**src/rtl/clock_div_monitor.sv**
```systemverilog
// Checks one divided clock: measures its period and high time in clk_in cycles, compares them against expected values, tracks lock and flags a stall.
// Latency: period/high_cnt/meas_valid update on the same clk_in edge that samples the closing rise of sig_in (registered outputs, no extra stages).
// Backpressure: none; the block observes only and never stalls. Results are pulse-qualified by meas_valid, which is at most one cycle in two.
module clock_div_monitor #(
    parameter int CNT_W      = 8,
    parameter int LOCK_COUNT = 4
) (
    input  logic             clk_in,
    input  logic             rst_n,
    input  logic             sig_in,
    input  logic [CNT_W-1:0] exp_period,
    input  logic [CNT_W-1:0] exp_high,
    input  logic             clear,
    output logic [CNT_W-1:0] period,
    output logic [CNT_W-1:0] high_cnt,
    output logic             meas_valid,
    output logic             mismatch,
    output logic             mismatch_sticky,
    output logic             locked,
    output logic             timeout
);

    localparam logic [1:0] ST_IDLE  = 2'd0;
    localparam logic [1:0] ST_MEAS  = 2'd1;
    localparam logic [1:0] ST_STALL = 2'd2;

    localparam logic [CNT_W-1:0] CNT_MAX = {CNT_W{1'b1}};
    localparam logic [CNT_W-1:0] CNT_ONE = {{(CNT_W-1){1'b0}}, 1'b1};
    localparam logic [4:0]       LOCK_TGT = 5'(LOCK_COUNT);

    logic [1:0]       state_q, state_d;
    logic             sig_d_q, sig_d_d;
    logic [CNT_W-1:0] per_cnt_q, per_cnt_d;
    logic [CNT_W-1:0] hi_cnt_q, hi_cnt_d;
    logic [3:0]       match_cnt_q, match_cnt_d;
    logic [CNT_W-1:0] period_q, period_d;
    logic [CNT_W-1:0] high_q, high_d;
    logic             meas_valid_q, meas_valid_d;
    logic             mismatch_q, mismatch_d;
    logic             sticky_q, sticky_d;
    logic             locked_q, locked_d;
    logic             timeout_q, timeout_d;

    logic             rise;
    logic             per_sat;
    logic             hi_sat;
    logic             meas_bad;
    logic [4:0]       match_inc;

    assign rise      = sig_in & ~sig_d_q;
    assign per_sat   = (per_cnt_q == CNT_MAX);
    assign hi_sat    = (hi_cnt_q == CNT_MAX);
    assign meas_bad  = (per_cnt_q != exp_period) | (hi_cnt_q != exp_high);
    assign match_inc = {1'b0, match_cnt_q} + 5'd1;

    // Next-state: edge detect, saturating counters, measurement FSM, lock tracking, then soft clear on top.
    always_comb begin
        state_d      = state_q;
        sig_d_d      = sig_in;
        per_cnt_d    = per_cnt_q;
        hi_cnt_d     = hi_cnt_q;
        match_cnt_d  = match_cnt_q;
        period_d     = period_q;
        high_d       = high_q;
        meas_valid_d = 1'b0;
        mismatch_d   = mismatch_q;
        sticky_d     = sticky_q;
        locked_d     = locked_q;
        timeout_d    = timeout_q;

        // The rising edge itself is the first cycle of the new period and of its high phase.
        if (rise) begin
            per_cnt_d = CNT_ONE;
            hi_cnt_d  = CNT_ONE;
        end else begin
            per_cnt_d = per_sat ? per_cnt_q : per_cnt_q + CNT_ONE;
            hi_cnt_d  = (hi_sat || !sig_in) ? hi_cnt_q : hi_cnt_q + CNT_ONE;
        end

        case (state_q)
            ST_IDLE: begin
                if (rise) begin
                    state_d = ST_MEAS;
                end else if (per_sat) begin
                    state_d     = ST_STALL;
                    timeout_d   = 1'b1;
                    locked_d    = 1'b0;
                    match_cnt_d = 4'd0;
                end
            end
            ST_MEAS: begin
                // A rise takes priority over saturation, so a full-scale period is still measured.
                if (rise) begin
                    period_d     = per_cnt_q;
                    high_d       = hi_cnt_q;
                    meas_valid_d = 1'b1;
                    mismatch_d   = meas_bad;
                    if (meas_bad) begin
                        match_cnt_d = 4'd0;
                        locked_d    = 1'b0;
                        sticky_d    = 1'b1;
                    end else begin
                        match_cnt_d = (match_inc >= LOCK_TGT) ? LOCK_TGT[3:0] : match_inc[3:0];
                        locked_d    = (match_inc >= LOCK_TGT);
                    end
                end else if (per_sat) begin
                    state_d     = ST_STALL;
                    timeout_d   = 1'b1;
                    locked_d    = 1'b0;
                    match_cnt_d = 4'd0;
                end
            end
            ST_STALL: begin
                // The period straddling the stall is meaningless, so only restart measurement here.
                if (rise) begin
                    state_d   = ST_MEAS;
                    timeout_d = 1'b0;
                end
            end
            default: begin
                state_d = ST_IDLE;
            end
        endcase

        // Soft clear wins over any coincident rise; the last results stay readable.
        if (clear) begin
            state_d      = ST_IDLE;
            per_cnt_d    = '0;
            hi_cnt_d     = '0;
            match_cnt_d  = 4'd0;
            period_d     = period_q;
            high_d       = high_q;
            meas_valid_d = 1'b0;
            mismatch_d   = 1'b0;
            sticky_d     = 1'b0;
            locked_d     = 1'b0;
            timeout_d    = 1'b0;
        end
    end

    // State registers; sig_d resets high so a clock already high at release is not seen as a rise.
    always_ff @(posedge clk_in) begin
        if (!rst_n) begin
            state_q      <= ST_IDLE;
            sig_d_q      <= 1'b1;
            per_cnt_q    <= '0;
            hi_cnt_q     <= '0;
            match_cnt_q  <= 4'd0;
            period_q     <= '0;
            high_q       <= '0;
            meas_valid_q <= 1'b0;
            mismatch_q   <= 1'b0;
            sticky_q     <= 1'b0;
            locked_q     <= 1'b0;
            timeout_q    <= 1'b0;
        end else begin
            state_q      <= state_d;
            sig_d_q      <= sig_d_d;
            per_cnt_q    <= per_cnt_d;
            hi_cnt_q     <= hi_cnt_d;
            match_cnt_q  <= match_cnt_d;
            period_q     <= period_d;
            high_q       <= high_d;
            meas_valid_q <= meas_valid_d;
            mismatch_q   <= mismatch_d;
            sticky_q     <= sticky_d;
            locked_q     <= locked_d;
            timeout_q    <= timeout_d;
        end
    end

    assign period          = period_q;
    assign high_cnt        = high_q;
    assign meas_valid      = meas_valid_q;
    assign mismatch        = mismatch_q;
    assign mismatch_sticky = sticky_q;
    assign locked          = locked_q;
    assign timeout         = timeout_q;

endmodule

```
**config.mk**
```make
export PLATFORM = sky130hd
export DESIGN_NAME = clock_div_monitor
export DESIGN_NICKNAME = d
export VERILOG_FILES = /design/src/rtl/clock_div_monitor.sv
export SDC_FILE = /design/constraint.sdc
export NUM_CORES = 1
export LEC_CHECK = 0
export CAP_MARGIN = 25
export CORE_ASPECT_RATIO = 0.5
export CORE_UTILIZATION = 40
export DETAILED_ROUTE_END_ITERATION = 6
export DONT_BUFFER_PORTS = 1
export PLACE_DENSITY = 0.57
export SLEW_MARGIN = 20
export SYNTH_ARGS = -nofsm -noshare
export SYNTH_HDL_FRONTEND = slang
export SYNTH_SLANG_ARGS = --single-unit
```
**constraint.sdc**
```tcl
create_clock -name clk_in -period 2.2 [get_ports clk_in]
set_input_delay 0.22 -clock clk_in [delete_from_list [all_inputs] [get_ports clk_in]]
set_output_delay 0.22 -clock clk_in [all_outputs]
set_load 0.02 [all_outputs]
```
# After elaboration in Yosys (flattened, before gate mapping)
# Cells that the tools add are included.
# classes
n_eq_ne,13
n_mux,25
n_reduce_logical,15
n_lt_le_gt_ge,1
bitwise_logic,6
addsub,3
# op_table
operator,n
2-to-1 mux 4 bit,5
adder 8 x 1 -> 8 bit (second input constant),2
== test 8 bit (second input constant),2
inequality test 8 bit,2
2-to-1 mux 1 bit,12
inequality test 2 bit (second input constant),6
2-to-1 mux 2 bit,4
one-hot mux 4 bit (2 select lines),1
one-hot mux 2 bit (3 select lines),1
AND reduction 2 bit,3
AND reduction 3 bit,2
OR reduction 3 bit,2
adder 4 x 1 -> 5 bit (second input constant),1
greater-or-equal comparator 5 x 3 -> 1 bit (second input constant),1
inverter 1 bit,4
one-hot mux 1 bit (2 select lines),2
AND reduction 4 bit,1
nonzero test 2 bit,2
OR reduction 2 bit,2
== test 2 x 1 -> 1 bit (second input constant),1
== test 2 bit (second input constant),1
logical NOT 2 bit,1
inequality test 2 x 1 -> 1 bit (second input constant),1
AND 1 bit,1
other kinds (3),3
# word_totals
ff_bits,44
output_inout_bits,21
input_bits,20
elab_cells,77

# Logic depth before layout (Yosys ltp)
# Gate-level depths: netlist of run 1.
# logic_depth
depth_word,6
depth_mapped,5
ltp_nobuf,5

# Worst setup path after synthesis of run 1
# No wires, ideal clock.
# synth_timing
path_kind,register -> register
startpoint,register hi_cnt_q[0]
endpoint,register hi_cnt_q[1]
setup_ns,0.117
path_buffers,0
arrival_time_ns,1.373
setup_slack_ns,0.710
t_required_ns,2.083
path_stages_with_launch,6
path_cell_list,dfxtp_1 -> ha_1 -> nand3_1 -> o31ai_4 -> mux2i_1 -> nor2_1
# synth_via
elab_chain_cells,2
elab_cells_between_ends,3
classes_between,add/sub: 1; eq/ne: 1; reduce/logical: 1
# synth_rtl
element,line_no,text
from (decl),34,"logic [CNT_W-1:0] hi_cnt_q, hi_cnt_d;"
from (signal assigned),160,hi_cnt_q <= hi_cnt_d;
"parallel branches: the longest is 2 deep, another holds adder 8 x 1 -> 8 bit",n/a,
# Several ways; the timed one is not identified.
# A chain may end at the register's enable or synchronous reset.

# Worst setup path in the final report of run 1
# layout_timing
startpoint,register hi_cnt_q[0]
endpoint,register hi_cnt_q[0]
# layout_via
elab_chain_cells,3
elab_cells_between_ends,6
classes_between,add/sub: 1; eq/ne: 2; mux: 2; reduce/logical: 1
# layout_rtl
element,line_no,text
adder 8 x 1 -> 8 bit or == test 8 bit (tied branches),"77, 52",
2-to-1 mux 1 bit or logical OR 1 bit (tied branches),77,hi_cnt_d = (hi_sat || !sig_in) ? hi_cnt_q : hi_cnt_q + CNT_ONE;
2-to-1 mux 1 bit or inequality test 2 bit (tied branches),n/a,
# Several ways; a longest one is shown, not always the timed one. The select of a mux whose other input is x is not followed.

==> flow_summary.ini, run 1 <==
[place]
placed_area_mm2 = 0.00217
io_buffers = 0
pre_cts_ws_ns = 0.492
place_congestion = 0.725
hpwl_mm = 3.13
placed_cells = 279

[finish]
num_antenna_cells = 0
design_area_mm2 = 0.00227
layout-drive-gt1-share = 0.0872
seqCellArea_um2 = 881
areaGrowthSynthToFinish_pct = 8.10
multi_input_area_mm2 = 0.00114
layout.filler_cells = 493
instances_no_fill = 288
nets = 241

[route]
wl_per_cell_um = 15.1
postRouteAntennaNets = 0
avgViaCountPerCell = 5.20
vias = 1498
drcViolationCount = 0
drt_iter0_drc = 50
drtPass1Iterations = 4
routed_wl_mm = 4.35

[die]
pin_count = 41
start_util = 0.422
fp.dieW_um = 104
die_h_um = 53.2
rows = 18
core_mm2 = 0.00498
dieArea_mm2 = 0.00556

[logic_synthesis]
synth_compound_area_frac = 0.117
yosysWarnings = 0
synth_top_area_share = 0.419
synth_mux_area_frac = 0.0905
ys_types = 42
synth_area_leaders = dfxtp_1 (42%), xor2_1 (10%), mux2i_1 (9.1%)
syn_area_mm2 = 0.00210
syn_inst = 210
synth_top_family_by_area = simple AND/OR/NAND/NOR gates
synthFlopType = dfxtp_1
synth_top_area_cell = dfxtp_1
yosysMostFrequentCell = dfxtp_1
async_reset_ff_frac = 0
synth_commonest_cells = dfxtp_1 (44), xor2_1 (24), mux2i_1 (19), nor2_1 (19), nor2b_1 (18)
synth.avg_cell_area_um2 = 10.0
ys_ff_latch = 44
synthXorXnorAreaFrac = 0.100
synthAdderAreaFrac = 0.0238
synthSimpleGateAreaFrac = 0.212
synth_nets = 234
ys_seq_area_frac = 0.419
synth-edff-count = 0

[sta]
fin_setup_tns_ns = 0
fmax_mhz = 579
hold_viol_final = 0
setup_viol = 0
skew_ns = 0.0118
setup_slack_ns = 0.473
final_max_slew_viol_count = 0
rsz0062_at_grt = false
tightest_slew_ns = 0.383
period_minus_slack_ns = 1.73
post-route-period-util = 0.785
slew_headroom = 0.742

[pwr]
power.total_uw = 1400
ir_drop_v = 0.000232
power.leakage_uw = 0.000798
power_density_mw_per_mm2 = 615

[critical_path]
required_ns = 2.38
arrival_ns = 1.91
critPathCaptureType = flop
crit_type = flop to flop
cp-start-kind = flop
path_max_fanout = 7

[cts]
cts_buffers = 5
clk_pin_slew_ns = 0.09
clockBufferDepth = 2
numClockSinks = 44
clock-root-buffer = clkbuf_8
htreeDepth = 2
post_cts_buffers = 0
cts_tree = yes
worstSkewPairLatency_ns = 0.30

[global_route]
grt_pass1_wl_mm = 7.06
groute.usage.overall = 0.169
grt_max_degree = 20
grt_antenna_before_repair = 0
grt_pass1_vias = 1396
grt_overflow = 0

[outcome]
status = finished, final reports clean

[flow_run]
cap_violations = 0

[worst_hold_path]
hold_class = primary input to flop
==> final cells by class <==
class / instances / share of cell area
clock buffer: 7 / 0.0380
tap: 70 / 0.0386
sequential: 44 / 0.388
multi-input combinational: 154 / 0.503
clock inverter: 1 / 0.00331
inverter: 7 / 0.0116
timing repair buffer: 5 / 0.0176
==> layer usage <==
layer / part of all wire / vias up / global-route usage
met2: 0.44 / 26 / 0.283
met4: 0.013 / 0 / 0.0571
met3: 0.044 / 7 / 0.0517
met5: 0 / - / 0
li1: - / 755 / -
met1: 0.50 / 710 / 0.212
==> worst paths after layout <==
check / start / end / slack [ns] / depth (start not counted)
worst max-delay path: hi_cnt_q[0]$_SDFFE_PP0P_ / hi_cnt_q[0]$_SDFFE_PP0P_ / 0.47 / 5
worst min-delay path: sig_in / sig_d_q$_SDFF_PN1_ / 0.02 / 1
worst max register to register: hi_cnt_q[0]$_SDFFE_PP0P_ / hi_cnt_q[0]$_SDFFE_PP0P_ / 0.47 / 5
worst min register to register: match_cnt_q[2]$_SDFFE_PP0P_ / match_cnt_q[2]$_SDFFE_PP0P_ / 0.48 / 2
==> critical path, cell delays in order, from the launching register on <==
cell and delay, ns:
dfxtp_1 0.50, ha_1 0.28, nand3_1 0.20, o31ai_4 0.38
xor2_1 0.18, a21oi_1 0.08
==> logic make-up (layout without fill, tap and decap cells) <==
group / count (synthesis) / count (layout)
mux: 19 / 19
fa+ha+maj: 4 / 4
flops: 44 / 44
simple gates: 73 / 73
xor+xnor: 24 / 24
buf+inv: 12 / 20
compound gates: 34 / 34
==> timing repair <==
item,CTS,global route
gates resized for setup,0,0
endpoints found under the hold margin,1,0
hold buffers,1,0
==> power breakdown <==
group	switching, µW	internal [µW]	leakage (µW)
logic	27.0	28.3	0.000398
registers	6.62	800	0.000355
clock network	279	256	0.0000445
==> cells in the final DEF, fill, tap and decap left out, types with 3 or more instances in the layout <==
cell / n
clkbuf_8: 6
o21ai_0: 6
ha_1: 4
nor4_1: 3
nand2_1: 4
xor2_1: 24
buf_4: 4
and3_1: 4
nor2b_1: 18
nor3_1: 3
o211ai_1: 4
nand3_1: 6
dfxtp_1: 44
a21oi_1: 8
nor2_1: 19
nand2b_1: 3
mux2i_1: 19
inv_1: 7
==> state kept, by name, indices dropped and copies added, names as in the netlist, 2 cells and up <==
name / count
match_cnt_q: 4
high_cnt: 8
state_q: 2
period: 8
per_cnt_q: 8
hi_cnt_q: 8
==> metrics by stage <==
step,util,hold WS (ns)
2_1_floorplan,-,0.293
3_3_place_gp,0.435,0.295
3_5_place_dp,0.435,0.298
4_1_cts,0.456,0.0112
5_1_grt,0.456,0.0291
6_report,0.456,0.0234
No activity file was read; power rests on OpenSTA's default activity.
==> inputs of run 2 (changes only) <==
clock period = 1.7 ns   (was 2.2 ns; I/O delays follow)
==> run 2 against run 1 <==
Clock power grew 28%. Sequential power is 29% higher. Critical endpoint is now hi_cnt_q[1]$_SDFFE_PP0P_. Cell count increased by 2.1%. Clock-buffer cell count unchanged. Worst hold slack worse by 0.018 ns. Critical path type unchanged. Register-to-register slack got worse by 0.35 ns. Highest routed layer unchanged. Combinational power increased by 49%. Sequential cell count unchanged. Largest cell class unchanged. Utilization up 1.3 points.
==> flow_summary.ini, run 2 (synthesis results as in run 1) <==
[global_route]
groute.usage.overall = 0.174
grt_max_degree = 17
grt_overflow = 0
use_met2 = 0.299
met3_usage = 0.0579
grt_antenna_before_repair = 0
grt_busiest_layer = met2
use_met1 = 0.209
grt_pass1_wl_mm = 7.27
grt_pass1_vias = 1453

[route]
avgViaCountPerCell = 5.21
drtPass1Iterations = 5
routed_wl_mm = 4.49
wl_per_cell_um = 15.3
vias = 1532
drt_iter0_drc = 42
drcViolationCount = 0
postRouteAntennaNets = 0

[pwr]
switching_share = 0.223
power_density_mw_per_mm2 = 775
seq_power_share = 0.576
power.leakage_uw = 0.000827
pwr-share-comb = 0.046
p_int_uw = 1410
clkPwrFrac = 0.378
power.switching_uw = 403
ir_drop_v = 0.000354

[cts]
post_cts_buffers = 0
worstSkewPairLatency_ns = 0.30
clock-root-buffer = clkbuf_8
cts_buffers = 5
numClockSinks = 44
clockBufferDepth = 2
clk_pin_slew_ns = 0.08
htreeDepth = 2
cts_tree = yes

[sta]
setup_viol = 0
period_minus_slack_ns = 1.58
fin_setup_tns_ns = 0
tightest_slew_ns = 0.384
fmax_mhz = 635
post-route-period-util = 0.927
slew_headroom = 0.744
skew_ns = 0.0113
final_max_slew_viol_count = 0
hold_viol_final = 0
rsz0062_at_grt = false

[place]
placed_area_mm2 = 0.00220
place_congestion = 0.757
io_buffers = 0
hpwl_mm = 3.25

[critical_path]
crit_chain = ha_1 -> nand3_1 -> o31ai_4 -> mux2i_1 -> nor2_1
required_ns = 1.89
cpMaxStageDelayCell = dfxtp_2
critPathCaptureType = flop
arrival_ns = 1.77
crit_type = flop to flop
cp-start-kind = flop
cpPeakStageDelay_ns = 0.41
path_max_fanout = 7

[finish]
layout.filler_cells = 489
final_cell_mix = dfxtp_1 (43), xor2_1 (24), mux2i_1 (19)
areaGrowthSynthToFinish_pct = 11.2
final_common_cell = dfxtp_1
design_area_mm2 = 0.00234
num_antenna_cells = 0
nets = 247
layout-drive-gt1-share = 0.121

[outcome]
status = finished, final reports clean

[die]
start_util = 0.422
fp.dieW_um = 104
dieArea_mm2 = 0.00556
die_h_um = 53.2
pin_count = 41
rows = 18
core_mm2 = 0.00498

[flow_run]
cap_violations = 0

[worst_hold_path]
hold_class = primary input to flop
## run 2: changes by cell type in the layout (fill, tap and decap cells not counted)
cell	change
buf_4	+4
nand3_2	+1
nor2_1	-1
nand3_1	-1
nor4_2	+1
dlygate4sd3_1	+2
nor2_2	+1
dfxtp_2	+1
nor4_1	-1
dfxtp_1	-1
## run 2: path summary, 6_finish.rpt
path,startpoint,endpoint,slack [ns],cells past startpoint
setup / recovery,hi_cnt_q[1]$_SDFFE_PP0P_,hi_cnt_q[1]$_SDFFE_PP0P_,0.12,5
hold / removal,rst_n,high_cnt[2]$_SDFFE_PN0P_,0.005,1
setup reg to reg,hi_cnt_q[1]$_SDFFE_PP0P_,hi_cnt_q[1]$_SDFFE_PP0P_,0.12,5
hold reg to reg,match_cnt_q[2]$_SDFFE_PP0P_,match_cnt_q[2]$_SDFFE_PP0P_,0.49,2
## run 2: stage by stage
stage          power (µW)  hold WS, ns   util  setup WS [ns]  std cells
2_1_floorplan        1120        0.243      -          0.210        210
3_3_place_gp         1140        0.245  0.441         0.0168        283
3_5_place_dp         1140        0.250  0.441         0.0508        283
4_1_cts              1820    0.0000821  0.464         0.0312        293
5_1_grt              1880      0.00540  0.469        0.00640        294
6_report             1810      0.00502  0.469          0.125        294
## run 2: repair_timing
action,CTS,global route
endpoints found under the hold margin,6,4
setup endpoints to repair,0,7
gates resized for setup,0,4
hold buffers,2,1
## run 2: worst max-delay path: cells and delay by family (launching register included)
| family | cells | cell delay [ns] |
|---|---|---|
| compound gates | 1 | 0.41 |
| fa+ha+maj | 1 | 0.20 |
| flops | 1 | 0.41 |
| mux | 1 | 0.22 |
| simple gates | 2 | 0.24 |
## run 2: cell type report
cell class              count  area (µm²)  area share
multi-input cells         154        1160       0.495
flip-flops and latches     44         882       0.378
repair buffers             11        90.1      0.0386
well taps                  70        87.6      0.0375
clock buffers               7        86.3      0.0370
inverters                   7        26.3      0.0112
clock inverters             1        7.51     0.00321
## run 2: power by group through the flow
stage	Combinational [µW]	Clock [µW]	Sequential, µW
final	82.8	685	1040
after global routing	90.3	749	1040
after CTS	78.6	699	1040
after detailed placement	73.0	0	1070
after global placement	73.6	0	1070
after floorplan	54.2	0	1070
## run 2: layer usage
| metal | share of wire | vias to the layer above |
|---|---|---|
| met5 | 0 | - |
| met4 | 0.013 | 0 |
| met3 | 0.049 | 6 |
| met2 | 0.45 | 33 |
| met1 | 0.48 | 726 |
| li1 | - | 767 |
==> inputs of run 3 (changes only) <==
CTS_BUF_LIST = sky130_fd_sc_hd__clkbuf_4   (was default)
==> run 3 against run 2 <==
Fmax rose by 1.5%. Clock skew rose by 0.0065 ns. Register-to-register slack gained 0.02 ns. Cell count shrank 0.34%. Global-route usage shrank 0.25 points. Clock-buffer cell count down 1. Combinational power barely moved. Non-clock buffer count down 1. Via count barely moved. Setup slack better by 0.023 ns. Clock power decreased by 26%. Critical endpoint is now match_cnt_q[0]$_SDFFE_PP0P_.
==> flow_summary.ini, run 3 (synthesis results as in run 1) <==
[die]
fp.dieW_um = 104
pin_count = 41
rows = 18
start_util = 0.422
dieArea_mm2 = 0.00556
die_h_um = 53.2
core_mm2 = 0.00498

[critical_path]
worst-path-buf-inv = 0
path_max_fanout = 6
rr_worst_depth = 5
cpMaxStageDelayCell = dfxtp_1
rr_endpoint = match_cnt_q[0]$_SDFFE_PP0P_
crit_cells = 5
r2r-start = per_cnt_q[1]$_SDFFE_PP0N_
crit_family = compound AO/OA/AOI/OAI gates
critPathCaptureType = flop
cpPeakStageDelay_ns = 0.42
required_ns = 1.94
crit_type = flop to flop
crit_chain = ha_1 -> nand3_2 -> o31a_1 -> o211ai_1 -> o31ai_2
cp-start-kind = flop
arrival_ns = 1.79
r2r_slack_ns = 0.15

[sta]
post-route-period-util = 0.913
fin_setup_tns_ns = 0
tightest_slew_ns = 0.549
slew_headroom = 0.633
setup_viol = 0
hold_viol_final = 0
fmax_mhz = 644
final_max_slew_viol_count = 0
period_minus_slack_ns = 1.55
skew_ns = 0.0178
rsz0062_at_grt = false

[cts]
numClockSinks = 44
cts_buffers = 5
worstSkewPairLatency_ns = 0.36
clockBufferDepth = 2
clock-root-buffer = clkbuf_4
clk_pin_slew_ns = 0.12
cts_tree = yes
htreeDepth = 2

[route]
routed_wl_mm = 4.39
drt_iter0_drc = 38
postRouteAntennaNets = 0
wl_per_cell_um = 15.0
avgViaCountPerCell = 5.23
drcViolationCount = 0
drtPass1Iterations = 4
vias = 1533

[place]
place_congestion = 0.757
hpwl_mm = 3.25
io_buffers = 0

[finish]
areaGrowthSynthToFinish_pct = 8.99
final_cell_mix = dfxtp_1 (42), xor2_1 (24), mux2i_1 (19)
layout.filler_cells = 494
num_antenna_cells = 0
layout-drive-gt1-share = 0.126
seqCellArea_um2 = 883
multi_input_area_mm2 = 0.00116
final_common_cell = dfxtp_1
nets = 246

[flow_run]
cap_violations = 0

[worst_hold_path]
holdPathEnd = hi_cnt_q[2]$_SDFFE_PP0P_
hold_class = primary input to flop
hp-start = sig_in
holdPathStages = 3

[global_route]
grt_antenna_before_repair = 0
grt_overflow = 0
grt_pass1_wl_mm = 7.20
grt_pass1_vias = 1465
grt_max_degree = 18
groute.usage.overall = 0.172

[pwr]
clkPwrFrac = 0.311
power.switching_uw = 386
power_density_mw_per_mm2 = 715
p_int_uw = 1250
power.leakage_uw = 0.000808
switching_share = 0.236
power.total_uw = 1640
ir_drop_v = 0.000343
pwr-share-comb = 0.050
seq_power_share = 0.638

[outcome]
status = finished, final reports clean
-- run 3: cell count changes in the layout (fill, tap and decap cells not counted) --
cell           before  now
clkbuf_1            1    0
clkbuf_4            0    6
clkbuf_8            6    0
clkinv_1            0    1
dfxtp_1            43   42
dfxtp_2             1    2
dlygate4sd3_1       3    2
-- run 3: area by class of cell --
| cell class | count | share of cell area |
|---|---|---|
| Multi-Input combinational cell | 154 | 0.505 |
| Clock buffer | 6 | 0.0197 |
| Sequential cell | 44 | 0.386 |
| Inverter | 7 | 0.0115 |
| Clock inverter | 2 | 0.00492 |
| Timing Repair Buffer | 10 | 0.0350 |
| Tap cell | 70 | 0.0383 |
-- run 3: through the flow --
| stage | utilization | area (µm²) | setup WS [ns] | hold WS [ns] | cells |
|---|---|---|---|---|---|
| floorplan | - | 2100 | 0.210 | 0.243 | 210 |
| global placement | 0.441 | 2200 | 0.0168 | 0.245 | 283 |
| detailed placement | 0.441 | 2200 | 0.0508 | 0.250 | 283 |
| CTS | 0.457 | 2270 | 0.0253 | 0.0714 | 293 |
| global route | 0.460 | 2290 | 0.00670 | 0.0808 | 293 |
| finish | 0.460 | 2290 | 0.148 | 0.0843 | 293 |
-- run 3: power by group through the flow --
stage,Combinational (µW),Clock [µW],Sequential [µW]
final,82.6,509,1040
after global routing,90.6,572,1050
after CTS,82.1,528,1040
after detailed placement,73.0,0,1070
after global placement,73.6,0,1070
after floorplan,54.2,0,1070
-- run 3: worst register-to-register path, cell delays in order (launching register included) --
cell and delay [ns]:
dfxtp_1 0.42, ha_1 0.26, nand3_2 0.15, o31a_1 0.32
o211ai_1 0.20, o31ai_2 0.09
-- run 3: worst max path at each step --
stage / from / endpoint / slack, ns
global placement: per_cnt_q[6]$_SDFFE_PP0N_ / mismatch_sticky$_SDFFE_PP0P_ / 0.02
floorplan: hi_cnt_q[0]$_SDFFE_PP0P_ / hi_cnt_q[1]$_SDFFE_PP0P_ / 0.21
global route: per_cnt_q[2]$_SDFFE_PP0N_ / match_cnt_q[0]$_SDFFE_PP0P_ / 0.007
CTS: hi_cnt_q[1]$_SDFFE_PP0P_ / hi_cnt_q[1]$_SDFFE_PP0P_ / 0.03
finish: per_cnt_q[1]$_SDFFE_PP0N_ / match_cnt_q[0]$_SDFFE_PP0P_ / 0.15
detailed placement: hi_cnt_q[1]$_SDFFE_PP0P_ / hi_cnt_q[1]$_SDFFE_PP0P_ / 0.05
-- run 3: what timing repair did --
action,in CTS,in global routing
endpoints found under the setup margin,0,7
setup buffers,0,0
resized for setup,0,5
hold buffers,2,0
endpoints found under the hold margin,17,0
-- run 3: routing by layer --
metal	part of all wire	global-route usage	routed length, µm	vias up
li1	-	-	-	766
met1	0.48	0.206	2110	722
met2	0.46	0.295	2010	39
met3	0.052	0.0554	227	6
met4	0.011	0.0619	47	0
met5	0	0	0	-
